File: src/rtl/shift_unit_seq.sv
// Iterative SLL/SRL/SRA unit: one bit position per clock, for shift instructions in EX.
// Latency: shamt+1 cycles from the accepted start (1 cycle for shamt=0 or the reserved op).
// Backpressure: no handshake; start_i is ignored while busy_o is high, so the pipeline must stall.
module shift_unit_seq #(
  parameter int WIDTH = 32,
  parameter int SHW   = 5
) (
  input  logic             clk_i,
  input  logic             rst_i,
  input  logic             start_i,
  input  logic [1:0]       op_i,
  input  logic [SHW-1:0]   shamt_i,
  input  logic [WIDTH-1:0] data_i,
  output logic [WIDTH-1:0] result_o,
  output logic             busy_o,
  output logic             done_o
);

  localparam logic [1:0] OP_SLL = 2'b00;
  localparam logic [1:0] OP_SRL = 2'b01;
  localparam logic [1:0] OP_SRA = 2'b10;
  localparam logic [1:0] OP_RSV = 2'b11;

  typedef enum logic [1:0] {
    S_IDLE  = 2'b00,
    S_SHIFT = 2'b01,
    S_DONE  = 2'b10
  } state_t;

  state_t           state_q, state_d;
  logic [WIDTH-1:0] acc_q, acc_d;
  logic [SHW-1:0]   cnt_q, cnt_d;
  logic [1:0]       op_q, op_d;

  // Next-state logic: load on an accepted start, shift one bit per cycle, pulse done.
  always_comb begin
    state_d = state_q;
    acc_d   = acc_q;
    cnt_d   = cnt_q;
    op_d    = op_q;
    case (state_q)
      S_IDLE: begin
        if (start_i) begin
          acc_d = data_i;
          op_d  = op_i;
          // Reserved op is a pass-through, so it runs with a zero count.
          cnt_d = (op_i == OP_RSV) ? '0 : shamt_i;
          state_d = (cnt_d == '0) ? S_DONE : S_SHIFT;
        end
      end
      S_SHIFT: begin
        case (op_q)
          OP_SLL:  acc_d = {acc_q[WIDTH-2:0], 1'b0};
          OP_SRL:  acc_d = {1'b0, acc_q[WIDTH-1:1]};
          OP_SRA:  acc_d = {acc_q[WIDTH-1], acc_q[WIDTH-1:1]};
          default: acc_d = acc_q;
        endcase
        cnt_d = cnt_q - SHW'(1);
        // Leave on the edge where the count reaches zero.
        if (cnt_q == SHW'(1)) begin
          state_d = S_DONE;
        end
      end
      S_DONE: begin
        state_d = S_IDLE;
      end
      default: begin
        state_d = S_IDLE;
      end
    endcase
  end

  // State and datapath registers with synchronous reset that overrides any start.
  always_ff @(posedge clk_i) begin
    if (rst_i) begin
      state_q <= S_IDLE;
      acc_q   <= '0;
      cnt_q   <= '0;
      op_q    <= '0;
    end else begin
      state_q <= state_d;
      acc_q   <= acc_d;
      cnt_q   <= cnt_d;
      op_q    <= op_d;
    end
  end

  // Result is the working register; it holds from DONE until the next accepted start.
  assign result_o = acc_q;
  assign busy_o   = (state_q != S_IDLE);
  assign done_o   = (state_q == S_DONE);

endmodule

File: config.mk
export PLATFORM = sky130hd
export DESIGN_NAME = shift_unit_seq
export DESIGN_NICKNAME = d
export VERILOG_FILES = /design/src/rtl/shift_unit_seq.sv
export SDC_FILE = /design/constraint.sdc
export NUM_CORES = 1
export LEC_CHECK = 0
export CAP_MARGIN = 20
export CORE_ASPECT_RATIO = 1.1
export CORE_MARGIN = 2
export CORE_UTILIZATION = 45
export CTS_BUF_LIST = sky130_fd_sc_hd__clkbuf_8 sky130_fd_sc_hd__clkbuf_16
export CTS_CLUSTER_DIAMETER = 30
export DETAILED_ROUTE_END_ITERATION = 12
export PLACE_DENSITY = 0.85
export SYNTH_ARGS = -nofsm -noshare
export SYNTH_HDL_FRONTEND = slang
export SYNTH_SLANG_ARGS = --single-unit
File: constraint.sdc
create_clock -name clk_i -period 2.1 [get_ports clk_i]
set_input_delay 0.42 -clock clk_i [delete_from_list [all_inputs] [get_ports clk_i]]
set_output_delay 0.42 -clock clk_i [all_outputs]
set_load 0.01 [all_outputs]
==> reports/metrics.yaml <==
sta:
  max_slew_margin: 0.654
  setup_viol: 0
  worst-slew-pin-transition_ns: 0.516
  clock-skew-final_ns: 0.00629
  rsz0062_at_grt: "false"
  fin_tns_setup_ns: 0
  timing.final.crit_share: 0.911
  hold_violations: 0
  period_minus_slack_ns: 1.91
  slew_violations: 0
  hold_slack_ns: 0.503
  fmax_mhz: 523
synth:
  synth_edf_count: 0
  synth_warnings: 0
  synthTopCellsByCount: "dfxtp_1, a221oi_1, o2bb2ai_1"
  netlist_area_sq_um: 2100
  synthesis.nets: 281
  yosysMostFrequentCell: "dfxtp_1"
  async_reset_ff_frac: 0
  syn_inst: 234
  ys.flop_type: "dfxtp_1"
  syn_avg_cell_area_sq_um: 8.97
  ys_types: 37
  synth_area_leaders: "dfxtp_1, a221oi_1, o2bb2ai_1"
  synth_top_area_frac: 0.391
  seq_area_frac_synth: 0.391
  ys_ff_latch: 41
  synth.largest_area_cell: "dfxtp_1"
status:
  outcome: "complete, no violations"
die:
  die-area_sq_um: 5230
  rows: 26
  initial_core_util: 0.461
  fp.dieW_um: 69.1
  fp.dieH_um: 75.6
  io_pins: 76
  coreArea_sq_um: 4550
worst_setup_path:
  endpoint: "done_o"
  critPathKind: "reg2out"
  crit_path_max_fanout: 10
  worstSetupStartpointType: "flop"
  arrival_ns: 1.49
  rrSetupSlack_ns: 0.34
  startpoint: "state_q[1]"
  worstReg2RegEnd: "result_o[14]"
  r2r_cells: 7
  r2r_start: "op_q[0]"
  worstSetupEndpointType: "primary output"
  required_ns: 1.68
global_route:
  grt_pass1_vias: 2058
  grt_max_degree: 31
  track_usage: 0.218
  antenna_found_initial: 0
  grt-ovfl-total: 0
  grt_pass1_wl_mm: 9.24
routing:
  ant_nets: 0
  drtIter0Drc: 253
  finalWirelength_mm: 5.77
  vias: 2206
  drc: 0
  first_pass_iters: 5
  viasPerCell: 6.04
  wl_per_cell_um: 15.8
power:
  power_switching_w: 0.000713
  swShare: 0.318
  pwr-share-clk: 0.229
  seqPwrFrac: 0.446
  p_int_w: 0.00153
  irDropWorstVdd_uv: 409
  p_comb_frac: 0.325
  power.total_w: 0.00224
  p_per_area_nw_per_um2: 737
  p_leak_nw: 1.07
cells_and_area:
  final_area_sq_um: 3040
  regArea_sq_um: 822
  area_growth_syn_to_layout_pct: 44.9
  multiInputGateArea_sq_um: 1150
  drive_above_1_share: 0.100
  fin_util: 0.668
  diodes: 0
  nets: 356
  final.fill_count: 381
cts:
  cts.clk_slew.worst_paths_ns: 0.08
  clkLatencyLatePin_ns: 0.29
  cts_inserted_buffers: 5
  cts.path.max_buffers: 2
  clock_sinks: 41
  cts_tree: "built"
  htree_num_levels: 2
  cts_root_buffer: "clkbuf_8"
place:
  place_hpwl_mm: 4.13
  placed_area_sq_um: 2960
  gp_congestion: 0.936
  io_buffer_count: 75
hold_path:
  min_path_type: "reg2reg"
flow_run:
  maxCapViolCount: 0
[stage by stage]
stage	worst slack, ns	cells
6_report	0.186	365
3_3_place_gp	0.211	358
5_1_grt	0.113	365
3_5_place_dp	0.135	358
4_1_cts	0.0333	365
2_1_floorplan	0.566	234
[timing repair]
item / CTS / global route
hold buffers: 0 / 0
endpoints found under the setup margin: 0 / 2
setup buffers: 0 / 0
gates resized for setup: 0 / 1
[placed cells by master (no fill, tap or decap), types with 2 or more instances in the layout]
| cell type | netlist | final |
|---|---|---|
| a21oi_1 | 6 | 6 |
| a21oi_2 | 2 | 2 |
| a221oi_1 | 31 | 31 |
| a311oi_1 | 3 | 3 |
| a31oi_1 | 4 | 4 |
| buf_4 | 2 | 15 |
| clkbuf_8 | 0 | 6 |
| clkdlybuf4s50_1 | 0 | 75 |
| dfxtp_1 | 41 | 40 |
| ha_1 | 5 | 5 |
| inv_1 | 9 | 10 |
| mux2i_1 | 2 | 2 |
| nand2_1 | 6 | 6 |
| nand2b_1 | 2 | 2 |
| nand3_1 | 2 | 2 |
| nor2_1 | 17 | 15 |
| nor2_2 | 0 | 2 |
| nor4_1 | 2 | 2 |
| o21ai_0 | 27 | 27 |
| o21ai_1 | 7 | 7 |
| o2bb2ai_1 | 30 | 30 |
[cell type report]
| cell class | count | area share |
|---|---|---|
| flip-flops and latches | 41 | 0.270 |
| clock buffers | 6 | 0.0271 |
| clock inverters | 1 | 0.00123 |
| multi-input cells | 161 | 0.377 |
| well taps | 56 | 0.0230 |
| inverters | 9 | 0.0111 |
| repair buffers | 91 | 0.290 |
[layer usage]
metal,vias up,routed length (um),global-route usage
met2,84,2780,0.381
met3,10,381,0.0542
met4,0,104,0.0806
li1,1072,-,-
met1,1040,2500,0.265
met5,-,0,0
[worst min-delay path by stage]
stage | startpoint | to | slack, ns | depth (start not counted)
2_1_floorplan | cnt_q[4] | cnt_q[4] | 0.46 | 2
3_3_place_gp | cnt_q[4] | cnt_q[4] | 0.48 | 2
3_5_place_dp | cnt_q[4] | cnt_q[4] | 0.49 | 2
4_1_cts | cnt_q[4] | cnt_q[4] | 0.50 | 2
5_1_grt | cnt_q[4] | cnt_q[4] | 0.51 | 2
6_report | result_o[11] | result_o[11] | 0.50 | 1
[worst max-delay path, cell delays in order, from the launching register on]
cell             delay (ns)
dfxtp_2                0.47
inv_1                  0.11
nor2_1                 0.10
clkdlybuf4s50_1        0.54
[registers in the layout, summed over array words and instances (netlist names)]
name,count
cnt_q,5
op_q,2
result_o,32
state_q,2
[power groups by stage]
stage	clock network, W	registers, W	logic [W]
floorplan	0	0.00102	0.000344
global placement	0	0.00101	0.000711
detailed placement	0	0.00101	0.000725
CTS	0.000525	0.000997	0.000729
global route	0.000557	0.00102	0.000789
finish	0.000514	0.000999	0.000728
[kinds of logic after synthesis]
logic type,share of synthesized area
XOR/XNOR,0.00417
buffers and inverters,0.0691
adder cells (fa/ha/maj),0.0298
flip-flops,0.391
AND/OR/NAND/NOR,0.0989
AO/OA/AOI/OAI,0.398
multiplexers,0.00954
(Power assumes the default switching activity.)
